**src/rtl/adder_seq_pkg.sv**
```systemverilog
`default_nettype none
// ============================================================================
// Package     : adder_seq_pkg
// Description : Shared types, constants and width helpers for the nibble-
//               serial adder sequencer.
// Revision    : 1.0 - initial release
// ============================================================================
package adder_seq_pkg;

    // Width of one adder slice; the shared datapath adds this many bits per cycle.
    localparam int NIB_W = 4;

    // Sequencer states: accept operands, step through nibbles, present result.
    typedef enum logic [1:0] {
        IDLE = 2'd0,
        RUN  = 2'd1,
        DONE = 2'd2
    } state_t;

    // A legal operand width is a whole number of nibbles and at least two nibbles.
    function automatic bit width_legal(input int width);
        return ((width % NIB_W) == 0) && (width >= 2 * NIB_W);
    endfunction

    // Number of nibble steps for a given width; 0 flags an illegal width.
    function automatic int nib_count(input int width);
        if (width_legal(width)) begin
            return width / NIB_W;
        end
        return 0;
    endfunction

endpackage : adder_seq_pkg
`default_nettype wire

```
**src/rtl/four_bit_full_adder.sv**
```systemverilog
`default_nettype none
// ============================================================================
// Module      : four_bit_full_adder
// Description : Combinational 4-bit ripple-carry full adder used as the
//               shared arithmetic slice of the sequencer.
// Revision    : 1.0 - initial release
// ============================================================================
module four_bit_full_adder (
    input  logic [3:0] a,
    input  logic [3:0] b,
    input  logic       cin,
    output logic [3:0] sum,
    output logic       cout
);

    logic [4:0] w_carry;

    assign w_carry[0] = cin;

    // One full-adder cell per bit, carry rippling from bit 0 upwards.
    for (genvar i = 0; i < 4; i++) begin : g_bit
        assign sum[i]       = a[i] ^ b[i] ^ w_carry[i];
        assign w_carry[i+1] = (a[i] & b[i]) | (w_carry[i] & (a[i] ^ b[i]));
    end

    assign cout = w_carry[4];

endmodule : four_bit_full_adder
`default_nettype wire

```
**src/rtl/nibble_serial_adder_ctrl.sv**
```systemverilog
`default_nettype none
// ============================================================================
// Module      : nibble_serial_adder_ctrl
// Description : Adds or subtracts WIDTH-bit operands one nibble per cycle
//               (LSB first) through a single shared 4-bit adder, with
//               valid/ready handshakes on both sides.
// Revision    : 1.0 - initial release
// ============================================================================
module nibble_serial_adder_ctrl
    import adder_seq_pkg::*;
#(
    parameter int WIDTH = 16
) (
    input  logic             clk,
    input  logic             rst,
    input  logic             in_valid,
    output logic             in_ready,
    input  logic [WIDTH-1:0] op_a,
    input  logic [WIDTH-1:0] op_b,
    input  logic             cin,
    input  logic             sub,
    output logic             out_valid,
    input  logic             out_ready,
    output logic [WIDTH-1:0] sum,
    output logic             cout,
    output logic             ovf
);

    localparam int NIB   = nib_count(WIDTH);
    localparam int IDX_W = (NIB > 1) ? $clog2(NIB) : 1;

    // Reject widths that are not a whole number of nibbles (or too narrow).
    if (!width_legal(WIDTH)) begin : g_width_check
        $error("nibble_serial_adder_ctrl: WIDTH must be a multiple of 4 and >= 8");
    end

    state_t             r_state;
    state_t             w_state_next;
    logic [WIDTH-1:0]   r_a;
    logic [WIDTH-1:0]   r_b_eff;
    logic               r_carry;
    logic [IDX_W-1:0]   r_idx;
    logic [WIDTH-1:0]   r_sum;
    logic               r_cout;
    logic               r_ovf;

    logic               w_last;
    logic [NIB_W-1:0]   w_add_a;
    logic [NIB_W-1:0]   w_add_b;
    logic               w_add_cin;
    logic [NIB_W-1:0]   w_add_sum;
    logic               w_add_cout;

    assign w_last    = (r_idx == IDX_W'(NIB - 1));
    assign in_ready  = (r_state == IDLE);
    assign out_valid = (r_state == DONE);
    assign sum       = r_sum;
    assign cout      = r_cout;
    assign ovf       = r_ovf;

    // Feed the shared adder only while stepping; park it at zero otherwise.
    always_comb begin
        w_add_a   = '0;
        w_add_b   = '0;
        w_add_cin = 1'b0;
        if (r_state == RUN) begin
            w_add_a   = r_a[NIB_W*r_idx +: NIB_W];
            w_add_b   = r_b_eff[NIB_W*r_idx +: NIB_W];
            w_add_cin = r_carry;
        end
    end

    four_bit_full_adder u_adder (
        .a    (w_add_a),
        .b    (w_add_b),
        .cin  (w_add_cin),
        .sum  (w_add_sum),
        .cout (w_add_cout)
    );

    // State register.
    always_ff @(posedge clk) begin
        if (rst) begin
            r_state <= IDLE;
        end else begin
            r_state <= w_state_next;
        end
    end

    // Next-state decode: no DONE-to-RUN bypass, so results are separated by IDLE.
    always_comb begin
        w_state_next = r_state;
        case (r_state)
            IDLE:    if (in_valid)  w_state_next = RUN;
            RUN:     if (w_last)    w_state_next = DONE;
            DONE:    if (out_ready) w_state_next = IDLE;
            default:                w_state_next = IDLE;
        endcase
    end

    // Operand capture, per-nibble result/carry update and final flag capture.
    always_ff @(posedge clk) begin
        if (rst) begin
            r_a     <= '0;
            r_b_eff <= '0;
            r_carry <= 1'b0;
            r_idx   <= '0;
            r_sum   <= '0;
            r_cout  <= 1'b0;
            r_ovf   <= 1'b0;
        end else begin
            case (r_state)
                IDLE: begin
                    if (in_valid) begin
                        // Subtraction is A + ~B + 1, so cin is replaced by 1.
                        r_a     <= op_a;
                        r_b_eff <= sub ? ~op_b : op_b;
                        r_carry <= sub ? 1'b1 : cin;
                        r_sum   <= '0;
                        r_idx   <= '0;
                    end
                end
                RUN: begin
                    r_sum[NIB_W*r_idx +: NIB_W] <= w_add_sum;
                    r_carry                     <= w_add_cout;
                    if (w_last) begin
                        r_idx  <= '0;
                        r_cout <= w_add_cout;
                        // Signed overflow: same-sign operands yielding a different-sign result.
                        r_ovf  <= (r_a[WIDTH-1] == r_b_eff[WIDTH-1]) &&
                                  (w_add_sum[NIB_W-1] != r_a[WIDTH-1]);
                    end else begin
                        r_idx <= r_idx + IDX_W'(1);
                    end
                end
                default: ;
            endcase
        end
    end

endmodule : nibble_serial_adder_ctrl
`default_nettype wire
```
**config.mk**
```make
export PLATFORM = sky130hd
export DESIGN_NAME = nibble_serial_adder_ctrl
export DESIGN_NICKNAME = d
export VERILOG_FILES = /design/src/rtl/adder_seq_pkg.sv /design/src/rtl/four_bit_full_adder.sv /design/src/rtl/nibble_serial_adder_ctrl.sv
export SDC_FILE = /design/constraint.sdc
export NUM_CORES = 1
export LEC_CHECK = 0
export CAP_MARGIN = 20
export CORE_MARGIN = 2
export CORE_UTILIZATION = 54
export CTS_BUF_LIST = sky130_fd_sc_hd__clkbuf_8 sky130_fd_sc_hd__clkbuf_16
export CTS_CLUSTER_SIZE = 40
export DETAILED_ROUTE_END_ITERATION = 8
export MAX_ROUTING_LAYER = met4
export PLACE_DENSITY = 0.95
export RECOVER_POWER = 25
export SLEW_MARGIN = 20
export SYNTH_ARGS = -nofsm -noshare
export SYNTH_HDL_FRONTEND = slang
export SYNTH_SLANG_ARGS = --single-unit
```
**constraint.sdc**
```tcl
create_clock -name clk -period 6.93 [get_ports clk]
set_input_delay 1.386 -clock clk [delete_from_list [all_inputs] [get_ports clk]]
set_output_delay 1.386 -clock clk [all_outputs]
set_load 0.05 [all_outputs]
```
==> out/qor.csv, run 1 <==
stage,metric,value,unit
timing,fmax,0.261,GHz
floorplan,io pins,58,
run_status,outcome,finished with violations,
setup_path,r2r worst-path depth,11,
timing,post-layout minimum cycle time,3820,ps
routing,DR DRC count,0,
setup_path,Startpoint Class,input port,
clock_tree,post-cts resize count,0,
worst_hold_path,Min-Delay Path Class,flop to flop,
clock_tree,Clock H-tree levels,2,
routing,drt total wl,5130,µm
logic_synthesis,Mapped Avg Cell Area,9.81,µm²
timing,final setup fails,0,
routing,DRT iter0 DRCs,162,
setup_path,Setup Crit Path Kind,input port to flop,
routing,Routed Antenna Nets,0,
logic_synthesis,"Cell Area, Synth",2600,µm²
timing,actual slew at the worst max-slew pin,1970,ps
place,IO buf count,57,
clock_tree,# hold bufs at CTS,0,
job,max_cap viols,1,
grt,global-route wire length before repair,8720,µm
cells_and_area,Finished Layout Cells,366,
grt,total grt overflow,0,
pwr,VDD IR max,110,µV
cells_and_area,n_diodes,0,
clock_tree,Clock transition at path regs,90,ps
routing,Vias,2013,
clock_tree,postcts setup bufs,0,
timing,RSZ-0062 raised after global routing,false,
worst_hold_path,Min-Delay Path Depth,2,
cells_and_area,"commonest cells after routing, fill and taps aside","56 x clkdlybuf4s50_1, 55 x dfxtp_1, 38 x nand2_1",
grt,GRT Total Usage,0.216,
clock_tree,CTS tree,yes,
cells_and_area,Layout Nets,357,
logic_synthesis,Yosys Warn Count,0,
setup_path,FF-to-FF Start,r_idx[0]$_SDFFE_PP0P_,
cells_and_area,"commonest non-fill, non-tap cell in the layout",clkdlybuf4s50_1,
routing,TritonRoute pass-1 iters,8,
clock_tree,Num CTS Buffers,5,
worst_hold_path,hold endpoint,r_a[9]$_SDFFE_PP0P_,
grt,pin count of the biggest net entering global routing,50,
floorplan,Die ar.,5380,µm²
place,Routability Congestion,0.856,
logic_synthesis,post-synthesis sequential area ratio,0.424,
setup_path,CP arrival,4030,ps
cells_and_area,ratio of cells with drive above 1 in the final layout,0.0737,
floorplan,DIE WIDTH,73.4,µm
clock_tree,Worst-Skew Late Latency,310,ps
logic_synthesis,Synthesized Nets,311,
timing,Rel. slew slack,-0.311,
worst_hold_path,Min-Delay Startpoint,r_a[9]$_SDFFE_PP0P_,
timing,Final Cycle Share,0.552,
floorplan,die height,73.4,µm
logic_synthesis,Cell variety after synth,38,
pwr,Leak,1.17,nW
setup_path,critical path peak fanout,48,
logic_synthesis,Yosys reg bits,55,
setup_path,Required @ worst endpoint,7130,ps
setup_path,Reg2Reg Setup Slack,3230,ps
timing,Final Hold Fails,0,
place,dpl hpwl,3710,µm
routing,vias per inst,5.50,
floorplan,Core Region,4690,µm²
clock_tree,Root Buffer,clkbuf_8,
grt,initial antenna violation count,0,
setup_path,RR Endpoint,ovf$_SDFFE_PP0P_,
clock_tree,clk sinks,55,
pwr,power density cells,192,nW/µm²
timing,max-slew violation count,49,
place,Placed Instances,358,
timing,total negative setup slack,0,ps
grt,vias in the first global route,1996,
floorplan,number of cell rows,25,
run_status,failing checks,"capacitance limit, slew limit",
cells_and_area,area grow syn2layout,23.6,%
logic_synthesis,Post-Syn Instances,265,
routing,Wirelength per Cell,14.0,µm
clock_tree,worst-case clock buffer depth,2,
setup_path,crit end category,flop,
floorplan,Starting Density,0.554,
timing,Worst Skew,7.20,ps
==> metrics by stage <==
step                      cell area (µm²)  total power [mW]  hold slack, ps   util  setup WS [ps]
after global placement               3140             0.455             443  0.668           3440
after global routing                 3210             0.643             474  0.685           2860
after CTS                            3220             0.620             458  0.686           3300
final                                3210             0.617             455  0.685           3110
after floorplan                      2600             0.425             433      -           3800
after detailed placement             3140             0.459             447  0.668           3320
==> final cells by class <==
type	count	area (µm²)
well taps	54	67.6
flip-flops and latches	55	1100
clock buffers	5	68.8
fillers	340	1480
clock inverters	3	12.5
repair buffers	59	582
inverters	6	22.5
multi-input cells	184	1360
==> state kept, by name, summed over array words and instances (netlist names) <==
signal / flops
r_a: 16
r_b_eff: 16
sum: 16
r_idx: 2
r_state: 2
cout: 1
ovf: 1
r_carry: 1
==> how the worst max path moves through the flow <==
stage | start | endpoint
after floorplan | r_idx[0]$_SDFFE_PP0P_ | ovf$_SDFFE_PP0P_
after global placement | r_idx[0]$_SDFFE_PP0P_ | ovf$_SDFFE_PP0P_
after detailed placement | r_idx[0]$_SDFFE_PP0P_ | ovf$_SDFFE_PP0P_
after CTS | r_idx[0]$_SDFFE_PP0P_ | ovf$_SDFFE_PP0P_
after global routing | rst | sum[10]$_SDFFE_PP0P_
final | rst | sum[10]$_SDFFE_PP0P_
==> kinds of logic after synthesis <==
| kind of cell | count (synthesis) | synth area share |
|---|---|---|
| compound gates | 62 | 0.163 |
| mux | 13 | 0.0905 |
| flops | 55 | 0.424 |
| simple gates | 85 | 0.163 |
| buf+inv | 26 | 0.0558 |
| xor+xnor | 16 | 0.0539 |
| fa+ha+maj | 8 | 0.0501 |
==> where the power goes <==
group          total [mW]  leakage [nW]  internal [mW]  switching (mW)
registers           0.347         0.450          0.333          0.0144
logic               0.105         0.668         0.0567          0.0488
clock network       0.164        0.0505         0.0682          0.0962
total               0.617          1.17          0.457           0.159
==> Yosys cell counts <==
library cell,n,area share
dfxtp_1,55,0.42
nand2_1,38,0.055
a21oi_1,24,0.046
nor2_1,23,0.033
a211oi_1,17,0.049
a22o_1,16,0.054
xnor2_1,16,0.054
buf_2,11,0.021
mux4_2,8,0.069
inv_1,6,0.0087
and2_1,5,0.012
fa_1,4,0.031
ha_1,4,0.019
mux2_2,4,0.017
buf_6,3,0.013
nor2b_1,3,0.0072
and4_1,2,0.0067
buf_1,2,0.0029
buf_4,2,0.0058
nand2b_1,2,0.0048
nor3_1,2,0.0039
o21ai_0,2,0.0039
a2bb2oi_1,1,0.0034
a32o_1,1,0.0039
and3b_1,1,0.0034
clkbuf_1,1,0.0014
clkbuf_4,1,0.0029
mux2i_1,1,0.0039
nand3b_1,1,0.0029
nand4b_1,1,0.0034
nor2b_4,1,0.0053
nor3b_1,1,0.0029
nor3b_2,1,0.0048
nor3b_4,1,0.0072
o21bai_1,1,0.0029
or3_1,1,0.0024
or3b_1,1,0.0034
or3b_4,1,0.0043
==> routing by layer <==
layer  vias to the layer above  wire (µm)  global-route usage
li1                       1013          -                   -
met1                       911       2190               0.261
met2                        77       2540               0.339
met3                        12        315              0.0549
met4                         0         87               0.101
met5                         -          0                   -
==> worst max-delay path: stages <==
cell	delay (ps)
dlygate4sd3_1	520
clkbuf_1	1400
nor2_1	370
a22o_1	330
No activity file was read; power rests on OpenSTA's default activity.
==> run 2: changes to the inputs <==
--- a/config.mk
+++ b/config.mk
@@ -7,12 +7,12 @@
 export LEC_CHECK = 0
 export CAP_MARGIN = 20
 export CORE_MARGIN = 2
-export CORE_UTILIZATION = 54
+export CORE_UTILIZATION = 50
 export CTS_BUF_LIST = sky130_fd_sc_hd__clkbuf_8 sky130_fd_sc_hd__clkbuf_16
 export CTS_CLUSTER_SIZE = 40
 export DETAILED_ROUTE_END_ITERATION = 8
 export MAX_ROUTING_LAYER = met4
-export PLACE_DENSITY = 0.95
+export PLACE_DENSITY = 0.9
 export RECOVER_POWER = 25
 export SLEW_MARGIN = 20
 export SYNTH_ARGS = -nofsm -noshare
==> constraint.sdc (replaced) <==
create_clock -name clk -period 3.6 [get_ports clk]
set_input_delay 0.72 -clock clk [delete_from_list [all_inputs] [get_ports clk]]
set_output_delay 0.72 -clock clk [all_outputs]
set_load 0.05 [all_outputs]
==> out/qor.csv, run 2 (synthesis results as in run 1) <==
stage,metric,value,unit,change
run_status,outcome,finished with violations,,
run_status,failing checks,"capacitance limit, slew limit",,
setup_path,r2r worst-path depth,11,,unchanged
clock_tree,clk sinks,55,,unchanged
floorplan,io pins,58,,unchanged
floorplan,Starting Density,0.512,,-0.0418
routing,Vias,2081,,+3.4%
setup_path,CP max-delay cell,mux4_2,,
setup_path,WP depth,11,,+7
timing,actual slew at the worst max-slew pin,1840,ps,-128 ps
routing,Routed Antenna Nets,0,,unchanged
pwr,Tot Pwr,1.20,mW,+95%
pwr,power density cells,369,nW/µm²,+92%
setup_path,crit path buf inv count,2,,unchanged
cells_and_area,ratio of cells with drive above 1 in the final layout,0.0854,,+0.0117
clock_tree,Worst-Skew Late Latency,310,ps,about the same
grt,GRT Total Usage,0.201,,-0.0154
timing,post-layout minimum cycle time,3230,ps,
setup_path,Worst Setup SP,r_idx[0]$_SDFFE_PP0P_,,
routing,TritonRoute pass-1 iters,4,,-4
clock_tree,Root Buffer,clkbuf_8,,
place,Routability Congestion,0.817,,-4.5%
place,IO buf count,57,,unchanged
timing,Worst Skew,9.38,ps,+2.18 ps
grt,pin count of the biggest net entering global routing,50,,unchanged
setup_path,CP arrival,3430,ps,-600 ps
timing,RSZ-0062 raised after global routing,false,,
routing,drt total wl,5360,µm,+4.4%
floorplan,die height,76.1,µm,+3.7%
cells_and_area,Layout Nets,361,,+1.1%
routing,Wirelength per Cell,13.9,µm,-0.98%
setup_path,critical path peak fanout,6,,-88%
routing,DR DRC count,0,,unchanged
setup_path,Required @ worst endpoint,3800,ps,-3330 ps
timing,Final Hold Fails,0,,unchanged
grt,initial antenna violation count,0,,unchanged
worst_hold_path,Min-Delay Path Class,flop to flop,,
timing,final setup fails,0,,unchanged
setup_path,CP dominant cell by count,fa_1,,
setup_path,Critical Path End,ovf$_SDFFE_PP0P_,,
clock_tree,# hold bufs at CTS,0,,unchanged
pwr,Leak,1.21,nW,+3.2%
cells_and_area,"commonest cells after routing, fill and taps aside","55 x dfxtp_1, 48 x clkdlybuf4s50_1, 38 x nand2_1",,
clock_tree,worst-case clock buffer depth,2,,unchanged
setup_path,Setup Crit Path Kind,flop to flop,,
setup_path,"Cell Chain, Critical Path","mux4_2, and2_1, fa_1, inv_1, fa_1, fa_1, inv_1, fa_1, and3b_1, a211oi_1, nor3_1",,
floorplan,Core Region,5070,µm²,+8.2%
setup_path,"Largest delay share family, worst path",adder cells,,
clock_tree,Num CTS Buffers,5,,unchanged
clock_tree,Clock transition at path regs,100,ps,about the same
place,dpl hpwl,4030,µm,+8.7%
clock_tree,postcts setup bufs,0,,unchanged
timing,Rel. slew slack,-0.225,,+0.0853
floorplan,DIE WIDTH,76.1,µm,+3.7%
floorplan,number of cell rows,26,,+4.0%
grt,global-route wire length before repair,9260,µm,+6.2%
clock_tree,post-cts resize count,0,,unchanged
grt,total grt overflow,0,,unchanged
grt,vias in the first global route,2082,,+4.3%
cells_and_area,n_diodes,0,,unchanged
timing,Final Cycle Share,0.897,,
clock_tree,CTS tree,yes,,
pwr,VDD IR max,228,µV,+110%
setup_path,FF-to-FF Start,r_idx[0]$_SDFFE_PP0P_,,
timing,fmax,0.310,GHz,
cells_and_area,Post-Route Utilization,0.642,,-0.0433
setup_path,Startpoint Class,flop,,
cells_and_area,area grow syn2layout,25.3,%,
floorplan,Die ar.,5790,µm²,+7.6%
cells_and_area,"commonest non-fill, non-tap cell in the layout",dfxtp_1,,
timing,total negative setup slack,0,ps,unchanged
routing,vias per inst,5.39,,-2.0%
setup_path,Crit path largest cell delay,530,ps,-870 ps
setup_path,crit end category,flop,,
job,max_cap viols,1,,unchanged
clock_tree,Clock H-tree levels,2,,unchanged
setup_path,RR Endpoint,ovf$_SDFFE_PP0P_,,
setup_path,Reg2Reg Setup Slack,370,ps,-2860 ps
routing,DRT iter0 DRCs,147,,-9.3%
timing,max-slew violation count,50,,+2.0%
==> run 2: final cells by class <==
class,count,area (µm²)
clock inverters,3,16.3
flip-flops and latches,55,1100
inverters,6,22.5
clock buffers,5,68.8
fillers,423,1820
multi-input cells,184,1350
repair buffers,63,612
well taps,70,87.6
==> run 2: stage by stage <==
| step | std cells | instance area, µm² | setup slack (ps) | hold WS [ps] |
|---|---|---|---|---|
| 2_1_floorplan | 265 | 2600 | 474 | 433 |
| 4_1_cts | 386 | 3270 | 345 | 461 |
| 3_5_place_dp | 378 | 3190 | 362 | 448 |
| 5_1_grt | 386 | 3260 | 114 | 480 |
| 6_report | 386 | 3260 | 371 | 464 |
| 3_3_place_gp | 378 | 3190 | 491 | 444 |
==> run 2: worst register-to-register path, stage by stage (launching register included) <==
cell,delay (ps)
dfxtp_1,510
mux4_2,530
and2_1,180
fa_1,410
inv_1,70
fa_1,190
fa_1,180
inv_1,50
fa_1,510
and3b_1,190
a211oi_1,230
nor3_1,70
==> run 2: power by group <==
group          internal [mW]  switching (mW)
Combinational          0.112           0.103
Clock                  0.134           0.193
Sequential             0.640          0.0195
Total                  0.886           0.316
==> run 2: worst min-delay path by stage <==
stage / from / endpoint / slack, ps / cells past startpoint
after global placement: r_a[14]$_SDFFE_PP0P_ / r_a[14]$_SDFFE_PP0P_ / 440 / 2
final: r_a[11]$_SDFFE_PP0P_ / r_a[11]$_SDFFE_PP0P_ / 460 / 2
after CTS: r_a[11]$_SDFFE_PP0P_ / r_a[11]$_SDFFE_PP0P_ / 460 / 2
after floorplan: r_a[10]$_SDFFE_PP0P_ / r_a[10]$_SDFFE_PP0P_ / 430 / 2
after detailed placement: r_a[11]$_SDFFE_PP0P_ / r_a[11]$_SDFFE_PP0P_ / 450 / 2
after global routing: r_a[11]$_SDFFE_PP0P_ / r_a[11]$_SDFFE_PP0P_ / 480 / 2
==> run 2: layer usage <==
layer  track usage  vias to the layer above  routed length, µm
met5             -                        -                  0
li1              -                     1022                  -
met1         0.229                      989               2320
met3        0.0367                        8                228
met4        0.0727                        0                 89
met2         0.354                       62               2720
